<file path="src/rtl/fwd_hazard_ctrl.sv">
// rtl/fwd_hazard_ctrl.sv - decode-stage forwarding select and load-use hazard controller
// Tracks in-flight destinations in EX/MEM/WB shadows and registers EX operand mux selects.
module fwd_hazard_ctrl #(
  parameter int REG_ADDR_W = 5
) (
  input  logic                  i_clk,
  input  logic                  i_reset,
  input  logic                  i_id_valid,
  input  logic [REG_ADDR_W-1:0] i_id_rs1,
  input  logic [REG_ADDR_W-1:0] i_id_rs2,
  input  logic                  i_id_rs1_used,
  input  logic                  i_id_rs2_used,
  input  logic [REG_ADDR_W-1:0] i_id_rd,
  input  logic                  i_id_rd_wren,
  input  logic                  i_id_is_load,
  input  logic                  i_flush,
  output logic                  o_stall_pc,
  output logic                  o_stall_if_id,
  output logic                  o_flush_id_ex,
  output logic [2:0]            o_fwd_sel_a,
  output logic [2:0]            o_fwd_sel_b
);

  localparam logic [2:0] SEL_RF   = 3'b000;
  localparam logic [2:0] SEL_EXM  = 3'b001;
  localparam logic [2:0] SEL_MWB  = 3'b010;
  localparam logic [2:0] SEL_RET  = 3'b011;
  localparam logic [2:0] SEL_ZERO = 3'b100;

  typedef enum logic {ST_RUN, ST_STALL} state_t;

  state_t                state_q;
  logic                  ex_valid_q, ex_wren_q, ex_load_q;
  logic [REG_ADDR_W-1:0] ex_rd_q;
  logic                  mem_valid_q, mem_wren_q;
  logic [REG_ADDR_W-1:0] mem_rd_q;
  logic                  wb_valid_q, wb_wren_q;
  logic [REG_ADDR_W-1:0] wb_rd_q;
  logic                  ex_valid_d, ex_wren_d, ex_load_d;
  logic [REG_ADDR_W-1:0] ex_rd_d;
  logic [2:0]            sel_a_q, sel_a_d, sel_b_q, sel_b_d;
  logic                  load_use, stall;

  function automatic logic hit(input logic v, input logic wr,
                               input logic [REG_ADDR_W-1:0] rd,
                               input logic [REG_ADDR_W-1:0] rs);
    return v && wr && (rd != '0) && (rd == rs);
  endfunction

  // Youngest producer wins; x0 and unread operands take the constant-zero path.
  function automatic logic [2:0] pick_sel(input logic used,
                                          input logic [REG_ADDR_W-1:0] rs,
                                          input logic ex_hit, input logic mem_hit,
                                          input logic wb_hit);
    if (!used || rs == '0) return SEL_ZERO;
    if (ex_hit)            return SEL_EXM;
    if (mem_hit)           return SEL_MWB;
    if (wb_hit)            return SEL_RET;
    return SEL_RF;
  endfunction

  assign load_use = i_id_valid && ex_load_q &&
                    ((i_id_rs1_used && hit(ex_valid_q, ex_wren_q, ex_rd_q, i_id_rs1)) ||
                     (i_id_rs2_used && hit(ex_valid_q, ex_wren_q, ex_rd_q, i_id_rs2)));

  assign stall         = !i_reset && !i_flush && (state_q == ST_RUN) && load_use;
  assign o_stall_pc    = stall;
  assign o_stall_if_id = stall;
  assign o_flush_id_ex = stall;
  assign o_fwd_sel_a   = sel_a_q;
  assign o_fwd_sel_b   = sel_b_q;

  always_comb begin
    ex_valid_d = 1'b0;
    ex_wren_d  = 1'b0;
    ex_load_d  = 1'b0;
    ex_rd_d    = '0;
    if (i_id_valid && !stall && !i_flush) begin
      ex_valid_d = 1'b1;
      ex_wren_d  = i_id_rd_wren;
      ex_load_d  = i_id_is_load;
      ex_rd_d    = i_id_rd;
    end
  end

  always_comb begin
    sel_a_d = SEL_RF;
    sel_b_d = SEL_RF;
    if (!stall && !i_flush) begin
      sel_a_d = pick_sel(i_id_rs1_used, i_id_rs1,
                         hit(ex_valid_q, ex_wren_q, ex_rd_q, i_id_rs1),
                         hit(mem_valid_q, mem_wren_q, mem_rd_q, i_id_rs1),
                         hit(wb_valid_q, wb_wren_q, wb_rd_q, i_id_rs1));
      sel_b_d = pick_sel(i_id_rs2_used, i_id_rs2,
                         hit(ex_valid_q, ex_wren_q, ex_rd_q, i_id_rs2),
                         hit(mem_valid_q, mem_wren_q, mem_rd_q, i_id_rs2),
                         hit(wb_valid_q, wb_wren_q, wb_rd_q, i_id_rs2));
    end
  end

  always_ff @(posedge i_clk) begin
    if (i_reset) begin
      state_q     <= ST_RUN;
      ex_valid_q  <= 1'b0;
      ex_wren_q   <= 1'b0;
      ex_load_q   <= 1'b0;
      ex_rd_q     <= '0;
      mem_valid_q <= 1'b0;
      mem_wren_q  <= 1'b0;
      mem_rd_q    <= '0;
      wb_valid_q  <= 1'b0;
      wb_wren_q   <= 1'b0;
      wb_rd_q     <= '0;
      sel_a_q     <= SEL_RF;
      sel_b_q     <= SEL_RF;
    end else begin
      wb_valid_q  <= mem_valid_q;
      wb_wren_q   <= mem_wren_q;
      wb_rd_q     <= mem_rd_q;
      mem_valid_q <= ex_valid_q;
      mem_wren_q  <= ex_wren_q;
      mem_rd_q    <= ex_rd_q;
      ex_valid_q  <= ex_valid_d;
      ex_wren_q   <= ex_wren_d;
      ex_load_q   <= ex_load_d;
      ex_rd_q     <= ex_rd_d;
      sel_a_q     <= sel_a_d;
      sel_b_q     <= sel_b_d;
      // The bubble moves the load into MEM, so one stall cycle always suffices.
      case (state_q)
        ST_RUN:   state_q <= stall ? ST_STALL : ST_RUN;
        ST_STALL: state_q <= ST_RUN;
        default:  state_q <= ST_RUN;
      endcase
    end
  end

endmodule

</file>
<file path="config.mk">
export PLATFORM = sky130hd
export DESIGN_NAME = fwd_hazard_ctrl
export DESIGN_NICKNAME = d
export VERILOG_FILES = /design/src/rtl/fwd_hazard_ctrl.sv
export SDC_FILE = /design/constraint.sdc
export NUM_CORES = 1
export LEC_CHECK = 0
export CAP_MARGIN = 0
export CORE_UTILIZATION = 40
export CTS_CLUSTER_DIAMETER = 100
export DETAILED_ROUTE_END_ITERATION = 12
export DONT_BUFFER_PORTS = 1
export SETUP_SLACK_MARGIN = 0.3
export SYNTH_ARGS = -nofsm -noshare
export SYNTH_HDL_FRONTEND = slang
export SYNTH_SLANG_ARGS = --single-unit
</file>
<file path="constraint.sdc">
create_clock -name i_clk -period 2.2 [get_ports i_clk]
set_input_delay 0.33 -clock i_clk [delete_from_list [all_inputs] [get_ports i_clk]]
set_output_delay 0.33 -clock i_clk [all_outputs]
set_load 0.005 [all_outputs]
</file>
==> reports/qor.yml, run 1 <==
row_count: 20
max_freq_mhz: 476
post-dp-hpwl_um: 2230
drc: 0
fin_total_pwr_uw: 1020
ctsRootBufferMaster: "clkbuf_4"
routed_wl_um: 2850
r2r_slack_ns: 0.15
critPathMaxFanout: 4
finalSetupViolCount: 0
clk_path_buf_depth: 2
worstHoldPathCells: 1
diodes: 0
fill_cells: 285
core_area_mm2: 0.00308
synth_fp_nets: 153
layout-drive-gt1-share: 0.170
grt_pass1_vias: 913
ys_types: 27
dieArea_mm2: 0.00351
power.density_mw_per_mm2: 673
rsz0062_at_grt: "yes"
hold_class: "in2reg"
tns_ns: 0
cp_slowest_stage_delay_ns: 0.54
area_growth_pct: 15.5
die_h_um: 59.3
required_ns: 1.87
die_w_um: 59.3
wire_per_inst_um: 15.4
fin_crit_sh: 0.956
p_leak_uw: 0.000591
post-route-util: 0.492
seq_area_um2: 584
synthCells: 130
cp_num_cells: 4
ir_worst_vdd_v: 0.000303
grt_usage: 0.187
ios: 32
worst_pin_slew_ns: 0.409
hp-start: "i_reset"
ys_ff_latch: 29
synth_area_mm2: 0.00131
r2r-end: "o_fwd_sel_b[1]$_SDFF_PP0_"
drtIter0Drc: 36
ant_nets: 0
vias: 918
end_kind: "output pin"
drt-vias-per-instance: 4.96
clk_latency_ns: 0.32
worstHoldEndpoint: "mem_valid_q$_SDFF_PP0_"
cap_violations: 0
antenna_found_initial: 0
clock_skew_ns: 0.00847
path_class: "reg2out"
critPathArrivalTime_ns: 1.77
cts_tree: "done"
layout_min_cycle_time_ns: 2.10
status: "complete, no violations"
layout_setup_ws_ns: 0.0977
cts_buffers: 5
dr.pass1.iters: 3
start_util: 0.426
hold_violations: 0
path_cells: "or4_4, o211ai_4, nor4_4, a21o_1"
r2r_start: "ex_rd_q[2]$_SDFF_PP0_"
slew_violations: 0
cp_slowest_cell: "or4_4"
port_buffers: 0
htreeDepth: 2
ys_seq_area_frac: 0.443
gr-total-overflow: 0
avgSynthCellArea_um2: 10.1
critPathLaunchType: "flop"
fin_nets: 164
reg2reg_depth: 5
grt_pass1_wl_um: 4530
critPathTopFamily: "simple AND/OR/NAND/NOR gates"
ys_warn_count: 0
path_clk_slew_ns: 0.09
dp_slack_ns: 0.139
grt_max_degree: 17
multiInputGateArea_um2: 749
slew_headroom: 0.725
cts.sinks: 29
path_buf_inv: 0
gp_congestion: 0.888
[power by group]
part | total (µW) | switching (µW) | internal (µW) | leakage, µW
Combinational | 64.4 | 28.6 | 35.8 | 0.000314
Sequential | 543 | 8.67 | 534 | 0.000236
Clock | 412 | 180 | 231 | 0.0000410
[flip-flops by register name (all words and copies together) (netlist names), 3 cells and up]
name,flops
ex_rd_q,5
mem_rd_q,5
wb_rd_q,5
o_fwd_sel_a,3
o_fwd_sel_b,3
[cells in the final DEF (no fill, tap or decap), types with 4 or more instances in the layout]
cell type,synthesis,final
dfxtp_1,29,26
nor3_1,7,7
nor2b_1,15,15
nand2_1,5,5
buf_4,2,7
nand3_1,4,4
xor2_1,15,15
clkbuf_4,0,5
and2_1,7,7
xnor2_1,15,15
[metrics by stage]
stage	std cells	hold WS [ns]	cell area (µm²)
after floorplan	130	0.402	1310
after CTS	183	0.0492	1500
after global routing	185	0.0322	1510
after global placement	171	0.406	1350
final	185	0.0626	1510
after detailed placement	171	0.404	1350
[cell usage after synthesis]
cell type | number | area share
o311a_1 | 1 | 0.0076
nand4_1 | 2 | 0.0095
nor4_2 | 3 | 0.029
a21oi_1 | 2 | 0.0076
a21o_1 | 2 | 0.011
nor3_1 | 7 | 0.027
and4_1 | 2 | 0.013
a2111o_1 | 1 | 0.0086
a211oi_2 | 1 | 0.0095
or3_1 | 1 | 0.0048
a2111oi_2 | 1 | 0.011
nand2_1 | 5 | 0.014
nor4_1 | 1 | 0.0048
a31oi_1 | 2 | 0.0095
o21ai_0 | 2 | 0.0076
dfxtp_1 | 29 | 0.44
o211ai_2 | 1 | 0.0095
or4_1 | 3 | 0.017
and2_1 | 7 | 0.033
clkbuf_1 | 1 | 0.0029
xnor2_1 | 15 | 0.10
buf_4 | 2 | 0.011
xor2_1 | 15 | 0.10
nor2_1 | 3 | 0.0086
nand3_1 | 4 | 0.015
and2b_1 | 2 | 0.011
nor2b_1 | 15 | 0.072
[how the worst max path moves through the flow]
stage                                from                        end  slack (ns)
detailed placement  ex_rd_q[1]$_SDFF_PP0_  o_fwd_sel_a[1]$_SDFF_PP0_        0.14
CTS                 ex_rd_q[2]$_SDFF_PP0_                 o_stall_pc        0.06
global placement    ex_rd_q[1]$_SDFF_PP0_  o_fwd_sel_a[1]$_SDFF_PP0_        0.19
floorplan           ex_rd_q[1]$_SDFF_PP0_  o_fwd_sel_a[1]$_SDFF_PP0_        0.26
global route        ex_rd_q[2]$_SDFF_PP0_                 o_stall_pc        0.02
finish              ex_rd_q[2]$_SDFF_PP0_                 o_stall_pc         0.1
[cells by family after synthesis]
logic type,after synthesis,share of synthesized area
AOI/OAI and AO/OA,13,0.0830
xor gates and xnor gates,30,0.200
buffers and inverters,3,0.0143
DFF,29,0.443
and+or+nand+nor,55,0.260
[routing by layer]
metal,up-vias,GRT usage,share of wire
met5,-,0,0
met4,0,0.102,0.022
met3,7,0.0590,0.051
met2,26,0.287,0.45
met1,418,0.233,0.48
li1,467,-,-
[area by class of cell]
| cell class | count | share of cell area |
|---|---|---|
| Multi-Input combinational cell | 98 | 0.495 |
| Sequential cell | 29 | 0.386 |
| Tap cell | 44 | 0.0364 |
| Timing Repair Buffer | 7 | 0.0347 |
| Clock buffer | 5 | 0.0248 |
| Clock inverter | 2 | 0.0231 |
[repair_timing]
item | in CTS | in global routing
gates resized for setup | 8 | 0
hold buffers | 0 | 0
setup buffers | 5 | 2
pin swaps | 8 | 4
endpoints found under the setup margin | 16 | 17
Power figures use the tool's default switching activity.
==> inputs of run 2 (changes only) <==
Settings changed: REMOVE_ABC_BUFFERS set to 1.
==> run 2 against run 1 <==
Sequential power is essentially flat; sequential share of layout area decreased by 0.29 points; register-to-register slack worse by 0.096 ns; critical path type is now reg2reg; clock skew increased by 0.0032 ns; non-clock buffer count increased by 1; critical path depth rose by 2; wire length is 2.2% higher; design area up 1.4%; sequential cell count unchanged; global-route usage is 0.33 points higher; clock power decreased by 12%; die area is the same.
==> reports/qor.yml, run 2 (synthesis results as in run 1) <==
status: "complete, no violations"
clk_latency_ns: 0.33  # about the same
grt_pass1_wl_um: 4720  # +4.3%
whs_ns: 0.0583  # -0.00421 ns
hold_violations: 0  # unchanged
slew_violations: 0  # unchanged
max_freq_mhz: 466  # -2.0%
layout-drive-gt1-share: 0.189  # +0.0186
ir_worst_vdd_v: 0.000312  # +2.9%
worst_pin_slew_ns: 0.538  # +0.129 ns
antenna_found_initial: 0  # unchanged
power.density_mw_per_mm2: 633  # -5.9%
drt-vias-per-instance: 5.27  # +6.2%
mostFrequentLayoutCells: "dfxtp_1 (25), xnor2_1 (15), xor2_1 (15), nor2b_1 (15), buf_4 (8)"
critPathArrivalTime_ns: 2.42  # +0.65 ns
path_clk_slew_ns: 0.09  # about the same
hold_class: "in2reg"
rsz0062_at_grt: "yes"
post-route-util: 0.499  # +0.00691
clk_path_buf_depth: 2  # unchanged
end_kind: "flop"
finalSetupViolCount: 0  # unchanged
area_growth_pct: 17.1
cts_tree: "done"
die_h_um: 59.3  # unchanged
start_util: 0.426  # unchanged
drtIter0Drc: 29  # -19%
vias: 985  # +7.3%
p_leak_uw: 0.000597  # +0.99%
ctsRootBufferMaster: "clkbuf_4"
fin_nets: 165  # +0.61%
dr.pass1.iters: 4  # +1
fin_total_pwr_uw: 972  # -4.6%
cts.sinks: 29  # unchanged
slew_headroom: 0.638  # -0.0874
post-dp-hpwl_um: 2170  # -2.8%
core_area_mm2: 0.00308  # unchanged
layout_min_cycle_time_ns: 2.15  # +0.0435 ns
row_count: 20  # unchanged
dpl_cell_area_mm2: 0.00135  # unchanged
grt_usage: 0.191  # +0.00333
drc: 0  # unchanged
cap_violations: 0  # unchanged
fill_cells: 290  # +1.8%
routed_wl_um: 2920  # +2.2%
critPathLaunchType: "flop"
dieArea_mm2: 0.00351  # unchanged
final_area_mm2: 0.00154  # +1.4%
ant_nets: 0  # unchanged
grt_pass1_vias: 980  # +7.3%
wire_per_inst_um: 15.6  # +1.1%
grt_max_degree: 17  # unchanged
reg.largest.list: "ex_rd_q x5, mem_rd_q x5, wb_rd_q x5"
port_buffers: 0  # unchanged
path_class: "reg2reg"
required_ns: 2.47  # +0.60 ns
critPathMaxFanout: 4  # unchanged
clock_skew_ns: 0.0117  # +0.00319 ns
htreeDepth: 2  # unchanged
gr-total-overflow: 0  # unchanged
tns_ns: 0  # unchanged
final_common_cell: "dfxtp_1"
ios: 32  # unchanged
gp_congestion: 0.826  # -7.0%
diodes: 0  # unchanged
die_w_um: 59.3  # unchanged
cts_buffers: 5  # unchanged
fin_crit_sh: 0.975  # +0.0198
==> run 2: area by class of cell <==
type,count,area [µm²],area share
multi-input cells,98,762,0.496
flip-flops and latches,29,588,0.383
clock buffers,7,65.1,0.0424
repair buffers,8,60.1,0.0391
well taps,44,55.1,0.0359
clock inverters,1,5.00,0.00326
==> run 2: metal layers <==
layer / global-route usage / wire, µm / up-vias
li1: - / - / 472
met1: 0.239 / 1230 / 469
met2: 0.300 / 1440 / 34
met3: 0.0480 / 169 / 10
met4: 0.102 / 77 / 0
met5: 0 / 0 / -
==> run 2: metrics by stage <==
stage,cells,setup slack (ns)
after floorplan,127,0.258
after global placement,171,0.182
after detailed placement,171,0.0785
after CTS,183,0.0399
after global routing,187,-0.0108
final,187,0.0542
==> run 2: path summary, 6_finish.rpt <==
path | start | end | slack, ns | cells past startpoint
max | ex_rd_q[2]$_SDFF_PP0_ | o_fwd_sel_b[2]$_SDFF_PP0_ | 0.05 | 6
min | i_reset | mem_rd_q[2]$_SDFF_PP0_ | 0.06 | 1
max reg2reg | ex_rd_q[2]$_SDFF_PP0_ | o_fwd_sel_b[2]$_SDFF_PP0_ | 0.05 | 6
min reg2reg | mem_valid_q$_SDFF_PP0_ | wb_valid_q$_SDFF_PP0_ | 0.47 | 1
==> run 2: what timing repair did <==
action	in CTS	in global routing
gates resized for setup	8	3
setup buffers	4	4
setup endpoints to repair	16	17
pin swaps	7	6
hold buffers	0	0
==> run 2: worst max-delay path, stage by stage (launching register included) <==
cell      delay, ns
dfxtp_4        0.35
or4_4          0.52
o211ai_4       0.26
nor4_4         0.10
a2111o_1       0.52
buf_4          0.18
and2b_1        0.17
==> run 2: power breakdown <==
group / switching [µW] / internal, µW
Sequential: 8.73 / 533
Clock: 178 / 185
Combinational: 30.6 / 37.4
Total: 217 / 756
==> inputs of run 3 (changes only) <==
Settings changed: CORE_UTILIZATION 40 to 50, PLACE_DENSITY set to 0.76.
==> run 3 against run 2 <==
Clock-buffer cell count stayed put; wire length down 5.9%; register-to-register slack improved by 0.09 ns; largest power group unchanged.
==> reports/qor.yml, run 3 (synthesis results as in run 1) <==
swShare: 0.219  # -0.00413
port_buffers: 0  # unchanged
r2r_start: "ex_rd_q[2]$_SDFF_PP0_"
clock_skew_ns: 0.00370  # -0.00797 ns
dr.pass1.iters: 4  # unchanged
grt_pass1_wl_um: 4060  # -14%
multiInputGateArea_um2: 772  # +1.3%
hp-start: "i_reset"
seqPwrFrac: 0.588  # +0.031
wl_met1_um: 1120  # -8.9%
max_freq_mhz: 478  # +2.6%
cts.sinks: 29  # unchanged
whs_ns: 0.0662  # +0.00784 ns
path_class: "reg2out"
worst_pin_slew_ns: 0.579  # +0.0417 ns
cts_buffers: 5  # unchanged
gp_congestion: 0.913  # +11%
dp_slack_ns: 0.0721  # -0.00634 ns
post-dp-hpwl_um: 2060  # -5.1%
hold_class: "in2reg"
critPathLaunchType: "flop"
hold_buffers: 0  # unchanged
diodes: 0  # unchanged
routed_wl_um: 2740  # -5.9%
critPathArrivalTime_ns: 1.76  # -0.66 ns
die_h_um: 53.2  # -10%
wire_per_inst_um: 16.0  # +2.9%
grt_usage: 0.219  # +0.0280
rsz0062_at_grt: "yes"
finalSetupViolCount: 0  # unchanged
tns_ns: 0  # unchanged
drt-vias-per-instance: 5.61  # +6.5%
cts_tree: "done"
die_w_um: 53.2  # -10%
seq_area_um2: 586  # -0.43%
worstHoldEndpoint: "mem_rd_q[0]$_SDFF_PP0_"
fin_nets: 164  # -0.61%
final_common_cell: "dfxtp_1"
r2r-end: "o_fwd_sel_b[1]$_SDFF_PP0_"
reg.largest.list: "ex_rd_q x5, mem_rd_q x5, wb_rd_q x5"
layout_setup_ws_ns: 0.109  # +0.0547 ns
critPathMaxFanout: 4  # unchanged
fill_cells: 224  # -23%
fin_cells: 171  # -8.6%
grt_pass1_vias: 932  # -4.9%
ctsRootBufferMaster: "clkbuf_4"
fin_crit_sh: 0.950  # -0.0249
wl_met3_um: 247  # +46%
end_kind: "output pin"
ir_worst_vdd_v: 0.000467  # +50%
core_area_mm2: 0.00248  # -20%
start_util: 0.529  # +0.103
clkPwrFrac: 0.339  # -0.034
mostFrequentLayoutCells: "dfxtp_1 (25), xnor2_1 (15), xor2_1 (15), nor2b_1 (15), and2_1 (7)"
required_ns: 1.87  # -0.60 ns
dieArea_mm2: 0.00283  # -19%
grt_max_degree: 17  # unchanged
layout-drive-gt1-share: 0.184  # -0.00441
drtIter0Drc: 34  # +17%
power_switching_uw: 202  # -6.8%
wl_met2_um: 1330  # -7.4%
hold_violations: 0  # unchanged
post-route-util: 0.610  # +0.111
drc: 0  # unchanged
gr-total-overflow: 0  # unchanged
power.density_mw_per_mm2: 612  # -3.5%
ios: 32  # unchanged
status: "complete, no violations"
ant_nets: 0  # unchanged
top_layer_used: "met4"
antenna_found_initial: 0  # unchanged
internal_power_uw: 721  # -4.5%
area_growth_pct: 15.2
layout_min_cycle_time_ns: 2.09  # -0.0547 ns
slew_headroom: 0.610  # -0.0281
power_frac_comb: 0.073  # +0.003
slew_violations: 0  # unchanged
vias: 959  # -2.6%
dpl.cell_count: 157  # -8.2%
clk_path_buf_depth: 2  # unchanged
htreeDepth: 2  # unchanged
cap_violations: 0  # unchanged
worstHoldPathCells: 1  # unchanged
clk_latency_ns: 0.32  # about the same
path_clk_slew_ns: 0.08  # about the same
row_count: 18  # -10%
r2r_slack_ns: 0.14  # +0.09 ns
p_leak_uw: 0.000585  # -2.0%
reg2reg_depth: 5  # -1
[run 3: power groups by stage]
stage | Clock, µW | Sequential [µW] | Combinational [µW]
2_1_floorplan | 0 | 553 | 50.1
3_3_place_gp | 0 | 554 | 54.7
3_5_place_dp | 0 | 555 | 56.1
4_1_cts | 318 | 543 | 64.8
5_1_grt | 349 | 544 | 74.6
6_report | 313 | 543 | 67.7
[run 3: how the worst max path moves through the flow]
stage	to	slack (ns)	startpoint
6_report	o_flush_id_ex	0.11	ex_rd_q[2]$_SDFF_PP0_
5_1_grt	o_flush_id_ex	0.04	ex_rd_q[2]$_SDFF_PP0_
4_1_cts	o_flush_id_ex	0.07	ex_rd_q[1]$_SDFF_PP0_
3_5_place_dp	o_fwd_sel_b[1]$_SDFF_PP0_	0.07	ex_rd_q[1]$_SDFF_PP0_
3_3_place_gp	o_fwd_sel_a[1]$_SDFF_PP0_	0.19	ex_rd_q[1]$_SDFF_PP0_
2_1_floorplan	o_fwd_sel_a[1]$_SDFF_PP0_	0.26	ex_rd_q[1]$_SDFF_PP0_
[run 3: area by class of cell]
| type | count | area share |
|---|---|---|
| tap | 30 | 0.0249 |
| clock buffer | 7 | 0.0365 |
| multi-input combinational | 98 | 0.511 |
| timing repair buffer | 7 | 0.0398 |
| sequential | 29 | 0.388 |
[run 3: routing by layer]
layer,track usage,vias to the layer above
met5,0,-
met4,0.0965,0
met3,0.0833,8
met2,0.365,47
met1,0.244,434
li1,-,470
[run 3: per-stage QoR]
stage	power [µW]	area (µm²)
2_1_floorplan	603	1290
3_3_place_gp	609	1330
4_1_cts	926	1480
5_1_grt	968	1510
3_5_place_dp	611	1330
6_report	924	1510
[run 3: critical path, cell delays in order, from the launching register on]
cell,delay (ns)
dfxtp_2,0.33
or4_4,0.53
o211ai_4,0.25
nor4_4,0.11
a21o_1,0.22
[run 3: repair_timing]
| action | in CTS | in global routing |
|---|---|---|
| endpoints found under the setup margin | 16 | 17 |
| pin swaps | 10 | 7 |
| endpoints found under the hold margin | 0 | 0 |
| buffers inserted | 5 | 2 |
| gates resized for setup | 10 | 4 |
